### config.mk
export PLATFORM = sky130hd
export DESIGN_NAME = rotate_tile_agen
export DESIGN_NICKNAME = d
export VERILOG_FILES = /design/src/rtl/rotate_tile_agen.sv
export SDC_FILE = /design/constraint.sdc
export NUM_CORES = 2
export LEC_CHECK = 0
export CAP_MARGIN = 20
export CORE_MARGIN = 4
export CORE_UTILIZATION = 35
export CTS_CLUSTER_DIAMETER = 50
export DETAILED_ROUTE_END_ITERATION = 12
export PLACE_DENSITY = 0.63
export SETUP_SLACK_MARGIN = 0.02
export SYNTH_ARGS = -nofsm -noshare
export SYNTH_HDL_FRONTEND = slang
export SYNTH_SLANG_ARGS = --single-unit
### constraint.sdc
create_clock -name I_RA_HCLK -period 17.2 [get_ports I_RA_HCLK]
set_clock_uncertainty 0.1 [all_clocks]
set_input_delay 2.58 -clock I_RA_HCLK [delete_from_list [all_inputs] [get_ports I_RA_HCLK]]
set_output_delay 2.58 -clock I_RA_HCLK [all_outputs]
set_load 0.02 [all_outputs]
### src/rtl/rotate_tile_agen.sv
// Tile address generator: per tile, TILE read bursts then TILE write bursts to the rotated/mirrored spot.
// First command one cycle after START; commands hold while VALID && !READY; waits for tile-buffer done pulses.
module rotate_tile_agen #(
   parameter int TILE    = 8,
   parameter int BPP     = 3,
   parameter int DIM_W   = 16,
   parameter int ADDR_W  = 32,
   parameter int MAX_DIM = 16383
) (
   input  logic              I_RA_HCLK,
   input  logic              I_RA_HRESET,
   input  logic              I_RA_START,
   input  logic [DIM_W-1:0]  I_RA_HEIGHT,
   input  logic [DIM_W-1:0]  I_RA_WIDTH,
   input  logic [1:0]        I_RA_DEGREES,
   input  logic              I_RA_DIRECTION,
   input  logic              I_RA_MIRROR,
   input  logic [ADDR_W-1:0] I_RA_SRC_BASE,
   input  logic [ADDR_W-1:0] I_RA_DST_BASE,
   input  logic [ADDR_W-1:0] I_RA_SRC_STRIDE,
   input  logic [ADDR_W-1:0] I_RA_DST_STRIDE,
   input  logic              I_RA_READY,
   input  logic              I_RA_RD_DONE,
   input  logic              I_RA_WR_DONE,
   output logic [ADDR_W-1:0] O_RA_ADDR,
   output logic [4:0]        O_RA_COUNT,
   output logic [2:0]        O_RA_SIZE,
   output logic              O_RA_WRITE,
   output logic              O_RA_VALID,
   output logic [1:0]        O_RA_ROT,
   output logic              O_RA_FLIP,
   output logic              O_RA_BUSY,
   output logic              O_RA_DONE,
   output logic              O_RA_ERR
);

   localparam int                KW       = $clog2(TILE);
   localparam logic [4:0]        BEATS    = 5'(TILE * BPP / 4);
   localparam logic [ADDR_W-1:0] TILE_A   = ADDR_W'(TILE);
   localparam logic [ADDR_W-1:0] TBYTES_A = ADDR_W'(TILE * BPP);
   localparam logic [KW-1:0]     K_LAST   = KW'(TILE - 1);
   localparam logic [KW-1:0]     K_ONE    = KW'(1);
   localparam logic [DIM_W-1:0]  ONE_D    = DIM_W'(1);
   localparam logic [DIM_W:0]    MAX_D    = (DIM_W + 1)'(MAX_DIM);
   localparam logic [DIM_W:0]    RND_D    = (DIM_W + 1)'(TILE - 1);

   typedef enum logic [2:0] {
      S_IDLE,
      S_RD_CMD,
      S_RD_WAIT,
      S_WR_CMD,
      S_WR_WAIT,
      S_DONE
   } state_t;

   state_t state, state_nxt;

   logic [DIM_W-1:0]  ht, wt, ty, tx, ty_nxt, tx_nxt;
   logic [KW-1:0]     k, k_nxt;
   logic [ADDR_W-1:0] src_base, dst_base, src_stride, dst_stride;
   logic              valid_nxt, write_nxt, done_nxt, err_nxt;
   logic              accept, start_bad, last_tile;
   logic [1:0]        rot_in;
   logic [DIM_W-1:0]  ht_in, wt_in;

   logic [DIM_W-1:0]  sx, dty, dtx, row_t, col_t;
   logic [ADDR_W-1:0] base_t, stride_t, cmd_addr;

   assign start_bad = (I_RA_HEIGHT == '0) || (I_RA_WIDTH == '0) ||
                      ({1'b0, I_RA_HEIGHT} > MAX_D) || ({1'b0, I_RA_WIDTH} > MAX_D);
   assign ht_in     = DIM_W'(({1'b0, I_RA_HEIGHT} + RND_D) >> KW);
   assign wt_in     = DIM_W'(({1'b0, I_RA_WIDTH} + RND_D) >> KW);
   // counter-clockwise turns are folded into the equivalent clockwise angle
   assign rot_in    = I_RA_DIRECTION ? I_RA_DEGREES : 2'd0 - I_RA_DEGREES;
   assign accept    = O_RA_VALID && I_RA_READY;
   assign last_tile = (ty == ht - ONE_D) && (tx == wt - ONE_D);

   always_comb begin
      state_nxt = state;
      ty_nxt    = ty;
      tx_nxt    = tx;
      k_nxt     = k;
      valid_nxt = O_RA_VALID;
      write_nxt = O_RA_WRITE;
      done_nxt  = 1'b0;
      err_nxt   = 1'b0;
      case (state)
         S_IDLE: begin
            if (I_RA_START) begin
               if (start_bad) begin
                  err_nxt = 1'b1;
               end else begin
                  state_nxt = S_RD_CMD;
                  ty_nxt    = '0;
                  tx_nxt    = '0;
                  k_nxt     = '0;
                  valid_nxt = 1'b1;
                  write_nxt = 1'b0;
               end
            end
         end
         S_RD_CMD, S_WR_CMD: begin
            if (accept) begin
               if (k == K_LAST) begin
                  k_nxt     = '0;
                  valid_nxt = 1'b0;
                  write_nxt = 1'b0;
                  state_nxt = (state == S_RD_CMD) ? S_RD_WAIT : S_WR_WAIT;
               end else begin
                  k_nxt = k + K_ONE;
               end
            end
         end
         S_RD_WAIT: begin
            if (I_RA_RD_DONE) begin
               state_nxt = S_WR_CMD;
               valid_nxt = 1'b1;
               write_nxt = 1'b1;
            end
         end
         S_WR_WAIT: begin
            if (I_RA_WR_DONE) begin
               if (last_tile) begin
                  state_nxt = S_DONE;
                  done_nxt  = 1'b1;
               end else begin
                  state_nxt = S_RD_CMD;
                  valid_nxt = 1'b1;
                  write_nxt = 1'b0;
                  if (tx == wt - ONE_D) begin
                     tx_nxt = '0;
                     ty_nxt = ty + ONE_D;
                  end else begin
                     tx_nxt = tx + ONE_D;
                  end
               end
            end
         end
         S_DONE: begin
            state_nxt = S_IDLE;
         end
         default: begin
            state_nxt = S_IDLE;
         end
      endcase
   end

   // address of the command that will be presented next cycle
   always_comb begin
      sx       = O_RA_FLIP ? (wt - ONE_D - tx_nxt) : tx_nxt;
      dty      = ty_nxt;
      dtx      = sx;
      case (O_RA_ROT)
         2'd1: begin
            dty = sx;
            dtx = ht - ONE_D - ty_nxt;
         end
         2'd2: begin
            dty = ht - ONE_D - ty_nxt;
            dtx = wt - ONE_D - sx;
         end
         2'd3: begin
            dty = wt - ONE_D - sx;
            dtx = ty_nxt;
         end
         default: begin
            dty = ty_nxt;
            dtx = sx;
         end
      endcase
      row_t    = write_nxt ? dty : ty_nxt;
      col_t    = write_nxt ? dtx : tx_nxt;
      base_t   = write_nxt ? dst_base : src_base;
      stride_t = write_nxt ? dst_stride : src_stride;
      cmd_addr = base_t + (ADDR_W'(row_t) * TILE_A + ADDR_W'(k_nxt)) * stride_t
                 + ADDR_W'(col_t) * TBYTES_A;
   end

   always_ff @(posedge I_RA_HCLK) begin
      if (I_RA_HRESET) begin
         state      <= S_IDLE;
         ty         <= '0;
         tx         <= '0;
         k          <= '0;
         ht         <= '0;
         wt         <= '0;
         src_base   <= '0;
         dst_base   <= '0;
         src_stride <= '0;
         dst_stride <= '0;
         O_RA_ADDR  <= '0;
         O_RA_COUNT <= '0;
         O_RA_SIZE  <= '0;
         O_RA_WRITE <= 1'b0;
         O_RA_VALID <= 1'b0;
         O_RA_ROT   <= '0;
         O_RA_FLIP  <= 1'b0;
         O_RA_BUSY  <= 1'b0;
         O_RA_DONE  <= 1'b0;
         O_RA_ERR   <= 1'b0;
      end else begin
         state <= state_nxt;
         ty    <= ty_nxt;
         tx    <= tx_nxt;
         k     <= k_nxt;
         if (state == S_IDLE && I_RA_START && !start_bad) begin
            ht         <= ht_in;
            wt         <= wt_in;
            src_base   <= I_RA_SRC_BASE;
            dst_base   <= I_RA_DST_BASE;
            src_stride <= I_RA_SRC_STRIDE;
            dst_stride <= I_RA_DST_STRIDE;
            O_RA_ROT   <= rot_in;
            O_RA_FLIP  <= I_RA_MIRROR;
         end
         // first read of a job is row 0 of tile 0, i.e. the source base itself
         if (valid_nxt) begin
            O_RA_ADDR <= (state == S_IDLE) ? I_RA_SRC_BASE : cmd_addr;
         end
         O_RA_VALID <= valid_nxt;
         O_RA_WRITE <= write_nxt;
         O_RA_COUNT <= valid_nxt ? BEATS : 5'd0;
         O_RA_SIZE  <= valid_nxt ? 3'h2 : 3'h0;
         O_RA_BUSY  <= (state_nxt != S_IDLE);
         O_RA_DONE  <= done_nxt;
         O_RA_ERR   <= err_nxt;
      end
   end

endmodule

* Yosys cells after proc, flatten, opt, wreduce, memory -nomap -nowiden *
Index checks and enable logic that the tools add are counted.

cells by class
  add/sub/neg operators = 14
  multipliers = 2
  $lt $le $gt $ge = 2
  eq/ne operators = 10
  muxes and demuxes = 55
  bitwise operators = 4
  reduce and logical (&&, ||, !) cells = 15

operators with widths
  kind                                                                               number
  16-bit 2-to-1 mux                                                                  13
  32-bit 2-to-1 mux                                                                  3
  16-bit one-hot mux with 3 select lines                                             2
  16-bit one-hot mux with 2 select lines                                             2
  16-bit subtractor                                                                  3
  3-bit 2-to-1 mux                                                                   13
  16-bit by 3-bit adder with 17-bit output, second input constant                    2
  16-bit by 1-bit adder with 16-bit output, second input constant                    2
  32-bit by 21-bit adder with 32-bit output                                          1
  32-bit adder                                                                       1
  16-bit equality test                                                               2
  16-bit by 14-bit greater-than comparator with 1-bit output, second input constant  2
  16-bit zero test                                                                   2
  20-bit by 32-bit multiplier with 32-bit output                                     1
  14-bit by 1-bit subtractor with 15-bit output, second input constant               2
  19-bit by 3-bit adder with 20-bit output                                           1
  16-bit by 2-bit multiplier with 18-bit output, second input constant               1
  1-bit 2-to-1 mux                                                                   16
  3-bit one-hot mux with 4 select lines                                              1
  1-bit one-hot mux with 4 select lines                                              2
  3-bit by 2-bit equality test with 1-bit output, second input constant              2
  3-bit equality test, second input constant                                         2
  3-bit one-hot mux with 2 select lines                                              1
  3-bit OR reduction                                                                 2
  other kinds (13)                                                                   23

storage, ports and cells
  register bits after elaboration = 242
  input bits = 170
  output and inout port bits = 48
  logic and storage cells = 122

* Depth between registers and ports, before layout *
  word-level depth = 17
  depth in mapped cells = 67
  gate-level depth less buffers = 65

* Worst setup path before layout *
Ideal clock, no wire load.

  kind = input-to-reg
  start point = input I_RA_WIDTH[14]
  end point = register O_RA_ADDR[31]
  setup time = 0.086 ns
  arrival time = 14.454 ns
  required time = 17.014 ns
  setup slack = 2.560 ns
  stages on the path = 54
  path buffers = 1
  cells stage by stage = nor4_1 -> nand3_1 -> nor2_1 -> nor2_1 -> nand2b_1 -> or3_1 -> a22oi_1 -> inv_1 -> fa_1 -> and2_1 -> nor2_1 -> inv_1 -> ha_1 -> nor2b_1 -> o21ai_0 -> nand2b_1 -> a21o_1 -> a21o_1 -> [... 18 more ...] -> fa_1 -> xnor2_1 -> xnor2_1 -> xnor2_1 -> xnor2_1 -> xnor2_1 -> xnor2_1 -> xnor2_1 -> xnor2_1 -> xnor2_1 -> xnor3_1 -> xnor2_1 -> xnor3_1 -> xnor3_1 -> xnor2_1 -> xnor2_1 -> xnor2_1 -> a221oi_2

between the ends
  longest elaborated chain between the ends = 17
  elaborated cells on any way between the ends = 36
  classes of those cells = 6 x add/sub; 2 x mul; 1 x order compare; 23 x mux; 4 x reduce/logical

ends and longest elaborated chain
  element                                                                                             RTL line  text
  start: declaration                                                                                  14        input logic [DIM_W-1:0] I_RA_WIDTH,
  branches (longest 3 deep; another with 16-bit by 14-bit greater-than comparator with 1-bit output)  n/a
  1-bit logical OR (*)                                                                                70        ({1'b0, I_RA_HEIGHT} > MAX_D) || ({1'b0, I_RA_WIDTH} > MAX_D);
  16-bit 2-to-1 mux (*)                                                                               90        if (start_bad) begin
  16-bit 2-to-1 mux (*)                                                                               89        if (I_RA_START) begin
  16-bit one-hot mux with 2 select lines (*)                                                          87        case (state)
  net tx_nxt[1]                                                                                       58        logic [DIM_W-1:0] ht, wt, ty, tx, ty_nxt, tx_nxt;
  16-bit subtractor                                                                                   150       sx = O_RA_FLIP ? (wt - ONE_D - tx_nxt) : tx_nxt;
  16-bit 2-to-1 mux                                                                                   150
  16-bit subtractor                                                                                   160, 163
  16-bit one-hot mux with 3 select lines                                                              153       case (O_RA_ROT)
  16-bit 2-to-1 mux                                                                                   171       row_t = write_nxt ? dty : ty_nxt;
  19-bit by 3-bit adder with 20-bit output                                                            175       cmd_addr = base_t + (ADDR_W'(row_t) * TILE_A + ADDR_W'(k_nxt)) * stride_t
  20-bit by 32-bit multiplier with 32-bit output                                                      175
  32-bit adder                                                                                        175
  32-bit by 21-bit adder with 32-bit output (*)                                                       176       + ADDR_W'(col_t) * TBYTES_A;
  32-bit 2-to-1 mux (*)                                                                               218       O_RA_ADDR <= (state == S_IDLE) ? I_RA_SRC_BASE : cmd_addr;
  end signal: assignment                                                                              218
  end: declaration                                                                                    25        output logic [ADDR_W-1:0] O_RA_ADDR,

Mark *: on every way through the listed nets, which the timed path passes.
A chain may end at the register's enable or synchronous reset.

* Worst setup path after layout *
Ends and elaborated chain as after synthesis.

==> reports/qor.yml <==
yosys:
  synth-compound-area-share: 0.122
  yosys_register_bits: 234
  synth-edff-count: 0
  synthFlopType: "dfxtp_1"
  synth_top_family_by_area: "adder cells"
  synth-simple-area-share: 0.213
  synth.top_cell.area_share: 0.259
  synth.area.top_cells: "fa_1 (26%), dfxtp_1 (15%), nand2_1 (10%)"
  synth-xor-area-share: 0.0573
  synth_fa_ha_area_frac: 0.329
  synth_area_per_cell_um2: 7.87
  yosys_warnings: 0
  ys_types: 97
  synthArstFlopShare: 0
  synth.mux.area_fraction: 0.0289
  synth.largest_area_cell: "fa_1"
  synthesis.area_um2: 30400
  ys_seq_area_frac: 0.154
  syn_inst: 3860
sta:
  worstMarginPinSlew_ns: 1.07
  clock.fmax_ghz: 0.0623
  finalCriticalPeriod_ns: 16.06
  finalCritPeriodShare: 0.934
  hold_violations: 0
  maxSlewHeadroom: 0.289
  slew_viol_final: 0
  rsz0062_at_grt: "false"
  fin_tns_setup_ns: 0
  setup_viol: 0
  setup_slack_ns: 1.14
global_route:
  grt_pass1_wl_um: 158000
  antenna_found_initial: 3
  grt_overflow: 0
  grt_pass1_vias: 26300
  grtUsageTotal: 0.222
  grt_max_degree: 96
floorplan:
  rows: 107
  initial_utilization: 0.355
  io_pins: 218
  core_area_um2: 85700
  die_h_um: 303
  design.die.area_um2: 91600
  die_w_um: 303
setup_path:
  path_common_cell: "xnor2_1"
  critPathRequiredTime_ns: 17.58
  path_class: "input pin to flop"
  cp-startpoint: "I_RA_WIDTH[14]"
  reg2reg_from: "ht[0]$_SDFFE_PP0P_"
  rr_worst_depth: 61
  reg2reg_to: "O_RA_ADDR[31]$_SDFFE_PP0P_"
  worstPathMaxFanout: 15
  start_kind: "input pin"
  rrSetupSlack_ns: 1.60
  crit_end: "O_RA_ADDR[31]$_SDFFE_PP0P_"
  path_delay_family: "adder cells"
  path_buf_inv: 5
  cp_data_arrival_time_ns: 16.44
  critPathSlowestCell: "fa_1"
  cp.depth: 58
  max_stage_delay_ns: 0.51
  end_kind: "flop"
routing:
  finalWirelength_um: 103000
  num_vias: 27000
  dr.pass1.iters: 5
  drt_iter0_drc: 2359
  drc: 0
  vias_per_cell: 5.24
  avgRoutedWirePerCell_um: 19.9
  postRouteAntennaNets: 0
cells_and_area:
  final_cell_mix: "nand2_1 (829), inv_1 (552), fa_1 (393)"
  final_common_cell: "nand2_1"
  drive_above_1_share: 0.0515
  post-route-cell-area_um2: 35000
  nets: 4706
  num_antenna_cells: 0
  area_growth_syn_to_layout_pct: 15.4
  final_cells: 5146
clock_network:
  cts_resized: 0
  root_buffer: "clkbuf_16"
  cts_tree: "yes"
  clock_latency_ns: 0.57
  cts_sinks: 234
  postCtsSetupRepairBufs: 0
  clk_pin_slew_worst_paths_ns: 0.05
  clockBufferDepth: 3
  cts-buffers-inserted: 39
  postCtsHoldBufs: 0
  htree_levels: 2
place:
  hpwlAfterDp_um: 80500
  placed_area_um2: 33700
  dp.cells: 5076
  portBuffers: 212
  post-place-ws_ns: 0.743
  place.gp.congestion: 0.938
pwr:
  sw_frac_of_total: 0.326
  seq_power_share: 0.313
  leakagePower_nw: 15.6
  pwr-share-clk: 0.442
  p_sw_w: 0.000599
  combPwrFrac: 0.245
  total_power_w: 0.00183
  peakVddDrop_mv: 0.0550
  p_per_area_nw_per_um2: 52.3
  internal-power_w: 0.00124
run:
  drv_cap: 0
status:
  status: "complete, no violations"
worst_hold_path:
  worst_hold_path_type: "flop to flop"
[Yosys cell counts, types with 5 or more instances]
cell	instances
and3_1	21
a211oi_1	51
buf_1	7
mux2i_1	64
a31oi_1	17
fa_1	393
o21bai_1	23
a311oi_1	14
xor2_1	55
o31ai_1	13
dfxtp_1	234
xnor3_1	7
a211o_1	8
nand2b_1	30
xnor2_1	123
nor3b_1	11
o211ai_1	7
nor2_1	241
nor3_1	60
nand4_1	20
o21a_1	12
and2_1	49
nand3b_1	9
nand2_1	829
or2_2	23
or4_1	6
nand3_1	51
o31a_1	5
a21o_1	17
o22ai_1	9
ha_1	169
clkbuf_1	188
o21ai_0	71
a21oi_1	247
a22oi_1	8
inv_1	552
nor2b_1	36
or3_1	17
a221oi_1	6
buf_4	8
nor4_1	26
buf_2	8
mux4_2	9
a21boi_0	6
[layer usage]
layer | part of all wire | GRT usage
met5 | 0 | 0
met4 | 0.030 | 0.0625
met3 | 0.093 | 0.0462
met2 | 0.42 | 0.334
met1 | 0.45 | 0.324
[cell type report]
type,instances,area [um^2]
Clock buffer,47,1050
Fill cell,8777,50600
Timing Repair Buffer,280,2660
Clock inverter,22,274
Inverter,553,2080
Tap cell,1144,1430
Sequential cell,234,4680
Multi-Input combinational cell,2866,22900
[registers in the layout (all words and copies together) (netlist names), 14 cells and up]
signal	cells
O_RA_ADDR	32
src_base	32
wt	14
ht	14
ty	16
tx	16
dst_stride	32
dst_base	32
src_stride	32
[cells by family after synthesis]
family	Yosys count
AO/OA/AOI/OAI	579
XOR/XNOR	186
adder cells (fa/ha/maj)	563
buffers and inverters	764
flip-flops	234
multiplexers	76
other	1
AND/OR/NAND/NOR	1457
[power by group through the flow]
| stage | registers (W) | clock network [W] | logic [W] |
|---|---|---|---|
| final | 0.000574 | 0.000810 | 0.000449 |
| after global routing | 0.000576 | 0.000849 | 0.000492 |
| after CTS | 0.000574 | 0.000828 | 0.000445 |
| after detailed placement | 0.000586 | 0 | 0.000443 |
| after global placement | 0.000585 | 0 | 0.000445 |
| after floorplan | 0.000587 | 0 | 0.000287 |
[tightest hold or removal path: cells and delay by family, from the launching register on]
family,cells,cell delay (ns)
AOI/OAI and AO/OA,1,0.05
and+or+nand+nor,1,0.05
DFF,1,0.30
[how the worst min path moves through the flow]
stage                                           start                          end  slack (ns)  cells past startpoint
after CTS                   src_base[27]$_SDFFE_PP0P_    src_base[27]$_SDFFE_PP0P_        0.35                      2
final                     src_stride[16]$_SDFFE_PP0P_  src_stride[16]$_SDFFE_PP0P_        0.35                      2
after detailed placement    src_base[27]$_SDFFE_PP0P_    src_base[27]$_SDFFE_PP0P_        0.35                      2
after floorplan             dst_base[10]$_SDFFE_PP0P_    dst_base[10]$_SDFFE_PP0P_        0.34                      2
after global routing      src_stride[17]$_SDFFE_PP0P_  src_stride[17]$_SDFFE_PP0P_        0.37                      2
after global placement      src_base[22]$_SDFFE_PP0P_    src_base[22]$_SDFFE_PP0P_        0.34                      2
[through the flow]
stage	hold slack, ns	utilization
after detailed placement	0.346	0.393
final	0.353	0.409
after global placement	0.341	0.393
after CTS	0.353	0.409
after floorplan	0.336	-
after global routing	0.368	0.409
(Power assumes the default switching activity.)
==> variant (config.mk and constraints unchanged) <==
The parameter `TILE` goes from 8 to 4.
--- a/src/rtl/rotate_tile_agen.sv
+++ b/src/rtl/rotate_tile_agen.sv
@@ -2,5 +2,5 @@
 // First command one cycle after START; commands hold while VALID && !READY; waits for tile-buffer done pulses.
 module rotate_tile_agen #(
-   parameter int TILE    = 8,
+   parameter int TILE    = 4,
    parameter int BPP     = 3,
    parameter int DIM_W   = 16,
Behaviour: not the same (a bounded check fails within 4 cycles, from zero or initial values and one cycle with I_RA_HRESET high).
==> variant against the original RTL <==
Synthesized cell count grew 1.7%. Wire length up 0.37%. Largest cell class unchanged. Register-to-register slack got worse by 350 ps. First-iteration DRC count grew 2.7%. Synthesized area is 0.40% lower. Sequential cell count rose by 1. Cell area shrank 0.68%. Total power fell by 10%. Setup slack worse by 100 ps. Critical endpoint unchanged. Clock power fell by 0.9%. Critical path type unchanged. Cell count rose by 0.89%. Via count grew 1.6%.
==> variant: results (changes against the original RTL) <==
stage,metric,value,unit,change
status,status,"finished, final reports clean",,
drt,Initial DRC Count,2422,,+2.7%
placement,Placed Cells,5125,,+0.97%
placement,hpwl dp,80.2,mm,-0.43%
drt,Via-to-Cell Ratio,5.28,,+0.73%
synth,Synth area leaders,"fa_1 (25%), dfxtp_1 (16%), nand2_1 (11%)",,
setup_path,"critical path fanouts, max",6,,-9
drt,final wirelength,103,mm,+0.37%
grt,grt met2 use,35.1,%,+1.7 points
grt,GR Util met1,32.1,%,-0.26 points
power_and_ir_drop,P_leak,15.6,nW,+0.15%
clock_tree,CTS buffer count,37,,-5.1%
power_and_ir_drop,clock-net power,0.000803,W,-0.9%
synth,xor and xnor area share after synthesis,5.72,%,-0.0062 points
clock_tree,Post-CTS Resized,0,,unchanged
timing,max_slew headroom,23.7,%,-5.2 points
grt,vias in the first global route,27535,,+4.7%
placement,DP Area,33500,sq um,-0.62%
setup_path,Worst path top cell family by delay,compound AO/OA/AOI/OAI gates,,
synth,Synth Area in Adders,32.1,%,-0.77 points
synth,distinct cell type count after synthesis,96,,-1.0%
grt,global-route wire length before repair,161,mm,+1.7%
grt,largest net degree at the start of global routing,99,,+3.1%
placement,gpl congestion,0.941,,+0.36%
setup_path,Max stage delay on crit path,580,ps,+70 ps
power_and_ir_drop,Comb. pwr,0.000285,W,-37%
final_layout,share of layout cells above drive strength 1,4.42,%,-0.73 points
setup_path,worst path arrival time,16510,ps,+70 ps
grt,initial antenna violation count,0,,-3
drt,met3 wire length,8.78,mm,-8.4%
placement,dpl ws,664,ps,-78.3 ps
synth,sequential element share of the synthesized area,15.5,%,+0.13 points
hold_path,HP Class,flop to flop,,
[variant: path summary, 6_finish.rpt]
kind	from	end	slack, ps	depth (start not counted)
max	I_RA_WIDTH[14]	O_RA_ADDR[31]	1040	55
min reg2reg	dst_stride[17]	dst_stride[17]	350	2
min	dst_stride[17]	dst_stride[17]	350	2
max reg2reg	wt[0]	O_RA_ADDR[31]	1250	59
[variant: layout make-up]
cell class / count / area [sq um] / area share [%]
sequential: 235 / 4710 / 13.5
clock inverter: 22 / 297 / 0.852
clock buffer: 45 / 1020 / 2.92
timing repair buffer: 270 / 2570 / 7.39
inverter: 534 / 2000 / 5.76
multi-input combinational: 2942 / 22800 / 65.4
tap: 1144 / 1430 / 4.11
[variant: cell families after synthesis]
family | Yosys count
compound gates | 629
xor+xnor | 180
flops | 235
simple gates | 1528
other cells | 1
mux | 51
fa+ha+maj | 549
buf+inv | 754
